`src/rtl/commit_unit.sv`:
```
// In-order commit/writeback stage: per-thread expected-PC tracking decides commit/replay/drop,
// drives fetch PCs, a registered register-file write port and an in-order store queue to the d-cache.
module commit_unit #(
    parameter int N_THREADS = 8,
    parameter int XLEN = 32,
    parameter int N_REGS = 32,
    parameter logic [XLEN-1:0] RESET_PC = 32'h1000,
    parameter int SQ_DEPTH = 4,
    parameter int CNT_W = 32,
    localparam int TID_W = $clog2(N_THREADS),
    localparam int REG_W = $clog2(N_REGS)
) (
    input  logic                       clk,
    input  logic                       rst,
    input  logic                       wb_valid,
    input  logic [TID_W-1:0]           wb_thread,
    input  logic                       wb_isvalid,
    input  logic [XLEN-1:0]            wb_pc,
    input  logic [REG_W-1:0]           wb_dst,
    input  logic [XLEN-1:0]            wb_data,
    input  logic [XLEN-1:0]            wb_mul,
    input  logic                       wb_isequal,
    input  logic                       wb_flag_reg,
    input  logic                       wb_flag_mul,
    input  logic                       wb_flag_jump,
    input  logic                       wb_flag_branch,
    input  logic                       wb_flag_store,
    input  logic                       wb_flag_isbyte,
    input  logic [XLEN-1:0]            wb_st_addr,
    input  logic [XLEN-1:0]            wb_st_data,
    output logic [N_THREADS*XLEN-1:0]  pc_out,
    output logic [N_THREADS-1:0]       stalled,
    output logic                       rf_wen,
    output logic [TID_W-1:0]           rf_thread,
    output logic [REG_W-1:0]           rf_addr,
    output logic [XLEN-1:0]            rf_data,
    output logic                       st_valid,
    input  logic                       st_ready,
    output logic                       st_isbyte,
    output logic [XLEN-1:0]            st_addr,
    output logic [XLEN-1:0]            st_data,
    output logic [N_THREADS*CNT_W-1:0] retired
);

    localparam int PTR_W = $clog2(SQ_DEPTH);
    localparam int SQC_W = $clog2(SQ_DEPTH + 1);
    localparam logic [SQC_W-1:0] SQ_FULL_CNT = SQC_W'(SQ_DEPTH);

    logic [XLEN-1:0]  pc_q     [N_THREADS];
    logic [XLEN-1:0]  exp_pc_q [N_THREADS];
    logic [CNT_W-1:0] ret_q    [N_THREADS];

    logic             rf_wen_q;
    logic [TID_W-1:0] rf_thread_q;
    logic [REG_W-1:0] rf_addr_q;
    logic [XLEN-1:0]  rf_data_q;

    logic             sq_isbyte_q [SQ_DEPTH];
    logic [XLEN-1:0]  sq_addr_q   [SQ_DEPTH];
    logic [XLEN-1:0]  sq_data_q   [SQ_DEPTH];
    logic [PTR_W-1:0] head_q, tail_q;
    logic [SQC_W-1:0] count_q, count_d;

    logic            match, sq_full, commit, replay, taken, push, pop, rf_write;
    logic [XLEN-1:0] next_pc_d;

    // Fullness comes from the registered count, so a pop this cycle never makes room for a push.
    always_comb begin
        sq_full   = (count_q == SQ_FULL_CNT);
        match     = wb_valid && (wb_pc == exp_pc_q[wb_thread]);
        commit    = match && wb_isvalid && !(wb_flag_store && sq_full);
        replay    = match && !commit;
        taken     = wb_flag_jump && (!wb_flag_branch || wb_isequal);
        next_pc_d = taken ? wb_data : exp_pc_q[wb_thread] + XLEN'(4);
        rf_write  = commit && wb_flag_reg && (wb_dst != '0);
        push      = commit && wb_flag_store;
        pop       = (count_q != '0) && st_ready;
        count_d   = count_q;
        if (push && !pop) begin
            count_d = count_q + SQC_W'(1);
        end else if (pop && !push) begin
            count_d = count_q - SQC_W'(1);
        end
    end

    always_ff @(posedge clk) begin
        if (rst) begin
            for (int t = 0; t < N_THREADS; t++) begin
                pc_q[t]     <= RESET_PC;
                exp_pc_q[t] <= RESET_PC;
                ret_q[t]    <= '0;
            end
            for (int e = 0; e < SQ_DEPTH; e++) begin
                sq_isbyte_q[e] <= 1'b0;
                sq_addr_q[e]   <= '0;
                sq_data_q[e]   <= '0;
            end
            rf_wen_q    <= 1'b0;
            rf_thread_q <= '0;
            rf_addr_q   <= '0;
            rf_data_q   <= '0;
            head_q      <= '0;
            tail_q      <= '0;
            count_q     <= '0;
        end else begin
            if (commit) begin
                pc_q[wb_thread]     <= next_pc_d;
                exp_pc_q[wb_thread] <= next_pc_d;
                ret_q[wb_thread]    <= ret_q[wb_thread] + CNT_W'(1);
            end else if (replay) begin
                pc_q[wb_thread] <= exp_pc_q[wb_thread];
            end
            rf_wen_q <= rf_write;
            if (rf_write) begin
                rf_thread_q <= wb_thread;
                rf_addr_q   <= wb_dst;
                rf_data_q   <= wb_flag_mul ? wb_mul : wb_data;
            end
            if (push) begin
                sq_isbyte_q[tail_q] <= wb_flag_isbyte;
                sq_addr_q[tail_q]   <= wb_st_addr;
                sq_data_q[tail_q]   <= wb_st_data;
                tail_q              <= tail_q + PTR_W'(1);
            end
            if (pop) begin
                head_q <= head_q + PTR_W'(1);
            end
            count_q <= count_d;
        end
    end

    for (genvar g = 0; g < N_THREADS; g++) begin : g_thread_out
        assign pc_out[g*XLEN +: XLEN]    = pc_q[g];
        assign retired[g*CNT_W +: CNT_W] = ret_q[g];
    end

    assign stalled   = {N_THREADS{sq_full}};
    assign rf_wen    = rf_wen_q;
    assign rf_thread = rf_thread_q;
    assign rf_addr   = rf_addr_q;
    assign rf_data   = rf_data_q;
    assign st_valid  = (count_q != '0);
    assign st_isbyte = sq_isbyte_q[head_q];
    assign st_addr   = sq_addr_q[head_q];
    assign st_data   = sq_data_q[head_q];

endmodule
```
`config.mk`:
```
export PLATFORM = sky130hd
export DESIGN_NAME = commit_unit
export DESIGN_NICKNAME = d
export VERILOG_FILES = /design/src/rtl/commit_unit.sv
export SDC_FILE = /design/constraint.sdc
export NUM_CORES = 2
export LEC_CHECK = 0
export CORE_MARGIN = 5
export CORE_UTILIZATION = 42
export DETAILED_ROUTE_END_ITERATION = 6
export MAX_ROUTING_LAYER = met4
export PLACE_DENSITY = 0.76
export SLEW_MARGIN = 20
export SYNTH_ARGS = -nofsm -noshare
export SYNTH_HDL_FRONTEND = slang
export SYNTH_SLANG_ARGS = --single-unit
```
`constraint.sdc`:
```
create_clock -name clk -period 8.4 [get_ports clk]
set_input_delay 2.52 -clock clk [delete_from_list [all_inputs] [get_ports clk]]
set_output_delay 2.52 -clock clk [all_outputs]
set_load 0.03 [all_outputs]
```
* Word level (Yosys, flattened, before mapping)
Memories as Yosys holds them, arrays and structs flattened. A register that Yosys moved wholly into a read port is not among the register bits.
Index checks and enable logic that the tools add are counted.
** Cells by class
- Add/sub/neg operators :: 6
- Equal/unequal tests :: 2
- Muxes and demuxes :: 41
- Bitwise gates (word level) :: 1
- Reduce and logical (&&, ||, !) cells :: 27
** Operators with widths (count)
- 32-bit two-way mux :: 8
- 32-bit OR reduction :: 5
- 32-bit by 1-bit adder with 32-bit output (second input constant) :: 1
- 32-bit by 3-bit adder with 32-bit output (second input constant) :: 1
- 32-bit equality test :: 1
- 1-bit two-way mux :: 19
- 2-bit two-way mux :: 9
- 3-bit two-way mux :: 5
- 1-bit logical AND :: 12
- 1-bit logical NOT :: 5
- 5-bit nonzero test :: 1
- 2-bit by 1-bit adder with 2-bit output (second input constant) :: 2
- 3-bit by 1-bit adder with 3-bit output (second input constant) :: 1
- 3-bit equality test (second input constant) :: 1
- 3-bit nonzero test :: 1
- 3-bit by 1-bit subtractor with 3-bit output (second input constant) :: 1
- 2-bit nonzero test :: 1
- 1-bit logical OR :: 1
- 1-bit OR :: 1
- 1-bit OR reduction :: 1
** Word-level totals
- Flip-flop bits (word level) :: 48
- RAM bits :: 1028
- Bits of input ports :: 180
- Output and inout bits :: 627
- Memories kept :: 6
** Memory list
- exp_pc_q :: words 8, width 32, rd ports 1, clocked after Yosys merged registers in 0, write ports 8, RTL line 50 : logic [XLEN-1:0] exp_pc_q [N_THREADS];
- pc_q :: words 8, width 32, rd ports 8, clocked after Yosys merged registers in 0, write ports 8, RTL line 49 : logic [XLEN-1:0] pc_q [N_THREADS];
- ret_q :: words 8, width 32, rd ports 9, clocked after Yosys merged registers in 0, write ports 8, RTL line 51 : logic [CNT_W-1:0] ret_q [N_THREADS];
- sq_addr_q :: words 4, width 32, rd ports 1, clocked after Yosys merged registers in 1, write ports 4, RTL line 59 : logic [XLEN-1:0] sq_addr_q [SQ_DEPTH];
- sq_data_q :: words 4, width 32, rd ports 1, clocked after Yosys merged registers in 1, write ports 4, RTL line 60 : logic [XLEN-1:0] sq_data_q [SQ_DEPTH];
- sq_isbyte_q :: words 4, width 1, rd ports 1, clocked after Yosys merged registers in 1, write ports 4, RTL line 58 : logic sq_isbyte_q [SQ_DEPTH];

* Longest topological paths before layout
An unclocked memory read counts as a cell.
- Word-level depth :: 14
- Mapped depth :: 17
- Mapped depth without buffers :: 13

* Least setup slack after synthesis
OpenSTA, ideal clock, no wires.
- Kind :: in2reg
- Start point :: input wb_thread[0]
- End point :: memory exp_pc_q[4][0] (enable)
- Library setup time :: 433 ps
- Data arrival time :: 6648 ps
- Slack :: 1319 ps
- Stages :: 14
- Buffers on the path :: 5
- Path through :: buf_4 buf_6 mux4_2 mux2i_1 xor2_1 nand2_1 nor4_1 nand4_1 buf_4 nor4_4 buf_4 nand2_1 buf_2 nand2b_1
** RTL lines
- start: declaration :: RTL line 16 : input logic [TID_W-1:0] wb_thread,
- end: declaration :: RTL line 50

==> metrics.txt <==
outcome finished, final reports clean; Detail Placement HPWL 122000 um; Yosys top cell by area edfxtp_1; Ports ~810; peak supply drop 223 uV; Worst Path Buf+Inv 3; initial antenna violation count 17; share of cells above drive strength 1 12.8%; Initial Util around 42%; clk_lat worst skew 0.72 ns; Post-CTS Setup Bufs 0; TritonCTS Buffers 110; first-pass GRT wire length roughly 240000 um; XOR/XNOR share of the synthesized area between 1 and 1.5%; reg-to-reg critical path endpoint pc_q[1][27]; Synth Cell Area roughly 47000 um^2; CP max stage delay approximately 0.78 ns; EDFF count, synth 1028; period utilization slightly above 80%; main combinational cell family by area after synthesis simple AND/OR/NAND/NOR gates; nature of the critical path endpoint flip-flop; hold endpoint rf_addr[0]; Adder-Cell Fraction of Synth Area 0.122%; post-cts repair resize count 0; Primary FF master, synth edfxtp_1; Congestion Overflow GR 0; multiplexer share of the synthesized area 9.58%; RSZ-0062 raised after global routing no; largest net degree at the start of global routing between 100 and 150; Routed WL 176000 um; post-synth cell types 81; Sink Count between 1k and 1.5k; HP Class flip-flop to flip-flop; Longest Clk Path Bufs 3; Wirelength per Cell a little over 30 um; met2 Track Usage GR between 40 and 50%; met3 Use GR 9.02%; pwr dens approximately 210 nW/um^2; Final GP Congestion just under 1; P&R area growth vs syn 29.4%; main area contributors after synthesis edfxtp_1 (66%), nor2_1 (6.1%), mux4_2 (5.2%); Peak Freq approximately 0.14 GHz; fin. max-slew vios 0; post-synth top area share 65.7%; worst hold stages 2; Crit path arrival time 7.51 ns; First DRT Iteration DRCs 4695; Worst-Margin Slew roughly 1.3 ns; syn_nets ~3.6k; total power 0.0125 W; via count 34.1k; final hold slack between 0.4 and 0.5 ns; # DRC 0; Vias/cell 5.89; commonest cells after routing, fill and taps aside edfxtp_1 (1028), clkdlybuf4s50_1 (801), nor2_1 (758); slowest cell on the critical path nor4_2; vias in the first global route 32.7k; Hold Path Origin rf_addr[0]; total die area roughly 120000 um^2; Mapped Cells 3402; most used cell along the critical path buf_4; post-layout net count around 4.4k; flops & latches, synth approximately 1.1k; CP cell instances buf_4, buf_4, nor2b_2, buf_4, a22oi_1, nand2_1, nor4_2, nand4_1, or2_2, o31ai_1, o21ai_1, a21oi_1; setup TNS 0 ns; async set-reset flop share out of synthesis 0%; Root Buffer clkbuf_16; CTS Hold Bufs 0; global routing met1 resource utilization 37.4%; R2R Path Start exp_pc_q[5][6]; post-synthesis compound-gate area fraction 4.78%; I/O Buffers between 800 and 900; CP top delay family simple AND/OR/NAND/NOR gates; Syn. warnings 0; fillcell total roughly 8.9k; die height roughly 340 um; crit path time final around 7.0 ns; Core ar. between 100000 and 150000 um^2; GRT Total Usage between 20% and 30%; Final Hold Vio Count 0; max-cap viol count 0; first drt pass iteration count 6; Slew headroom a little over an eighth; CTS HTree Levels 3; maximum fanout along the worst path 30; clock tree from TritonCTS yes; r2r worst-path depth 10; R2R setup slack about 3.8 ns; Antenna Violating Nets Remaining 0; CP required 8.94 ns; CP Class primary input to flip-flop; Most Used Layer, Global Route met2; leakage 21.4 nW; Die X between 300 and 400 um; post-route design area between 60000 and 70000 um^2; syn avg cell area ~14 um^2; Startpoint Class primary input; sequential-to-total area share from yosys stat between 60 and 70%; Synth Area in Simple Gates approximately 14%; FP Rows roughly 120; Setup Skew around 0.054 ns; Clk pin slew, worst setup/hold paths approximately 0.06 ns; most common cell after layout, fill and taps aside edfxtp_1; placed cell areas around 57000 um^2; number of setup violations in the final report 0
through the flow:
step	worst slack, ns	std cells	utilization [%]
after floorplan	1.32	3402	-
after global placement	0.899	5563	51.4
after detailed placement	0.838	5563	51.4
after CTS	1.60	5770	54.8
after global routing	1.12	5780	54.8
final	1.43	5784	54.8
kinds of logic (layout without fill, tap and decap cells):
| logic type | after synthesis | after routing |
|---|---|---|
| xor+xnor | 62 | 62 |
| compound gates | 311 | 311 |
| fa+ha+maj | 4 | 4 |
| mux | 305 | 305 |
| other cells | 0 | 13 |
| flops | 1078 | 1078 |
| buf+inv | 269 | 1150 |
| simple gates | 1373 | 1373 |
synthesized netlist by cell type, types with 29 or more instances:
cell and n:
buf_4 34, a221oi_1 33, and3_1 72, a211oi_1 78, and2_1 209, clkbuf_1 151
buf_2 40, dfxtp_1 50, nor3_1 36, xnor2_1 35, nor2_1 761, a21oi_1 33
edfxtp_1 1028, mux4_2 108, mux2_2 69, o21ai_0 29, nand3_1 48, nand2b_1 35
mux2i_1 124, nand2_1 87
routing by layer:
metal  part of all wire, %  wire, um
met4                   5.4      9440
met3                    13     23500
met5                     0         0
met1                    36     62500
met2                    46     80400
final cells by class:
cell class                 instances  area (um^2)  share of cell area, %
timing repair buffer             922         9130                   15.0
clock buffer                     133         2900                   4.77
sequential                      1078        31900                   52.4
antenna                           13         32.5                 0.0535
tap                             1488         1860                   3.06
multi-input combinational       2055        14100                   23.2
inverter                          21         78.8                  0.130
clock inverter                    74          816                   1.34
how the worst max path moves through the flow:
stage	startpoint	to	slack, ns	cells after the start
floorplan	wb_thread[0]	exp_pc_q[4][0]	1.32	14
global placement	wb_thread[0]	ret_q[5][22]	0.90	12
detailed placement	wb_thread[0]	ret_q[7][22]	0.84	12
CTS	wb_thread[0]	ret_q[0][22]	1.60	12
global route	wb_thread[0]	ret_q[3][22]	1.12	12
finish	wb_thread[2]	pc_q[6][20]	1.43	12
worst min-delay path, delay by kind of cell (launching register included):
family | cells | cell delay, ns
AOI/OAI and AO/OA | 1 | 0.06
DFF | 1 | 0.31
and+or+nand+nor | 1 | 0.06
where the power goes:
part / internal, W / switching [W] / total, W
registers: 0.00604 / 0.0000788 / 0.00612
clock network: 0.00285 / 0.00217 / 0.00502
logic: 0.000457 / 0.000941 / 0.00140
total: 0.00935 / 0.00319 / 0.0125
flip-flops by register name, indices dropped and copies added (netlist names), named ones only:
signal / cells
rf_thread: 3
rf_wen: 1
count_q: 3
sq_addr_q: 128
head_q: 2
rf_data: 32
exp_pc_q: 256
sq_data_q: 128
pc_q: 256
rf_addr: 5
sq_isbyte_q: 4
ret_q: 256
tail_q: 2
No activity file was read; power rests on OpenSTA's default activity.
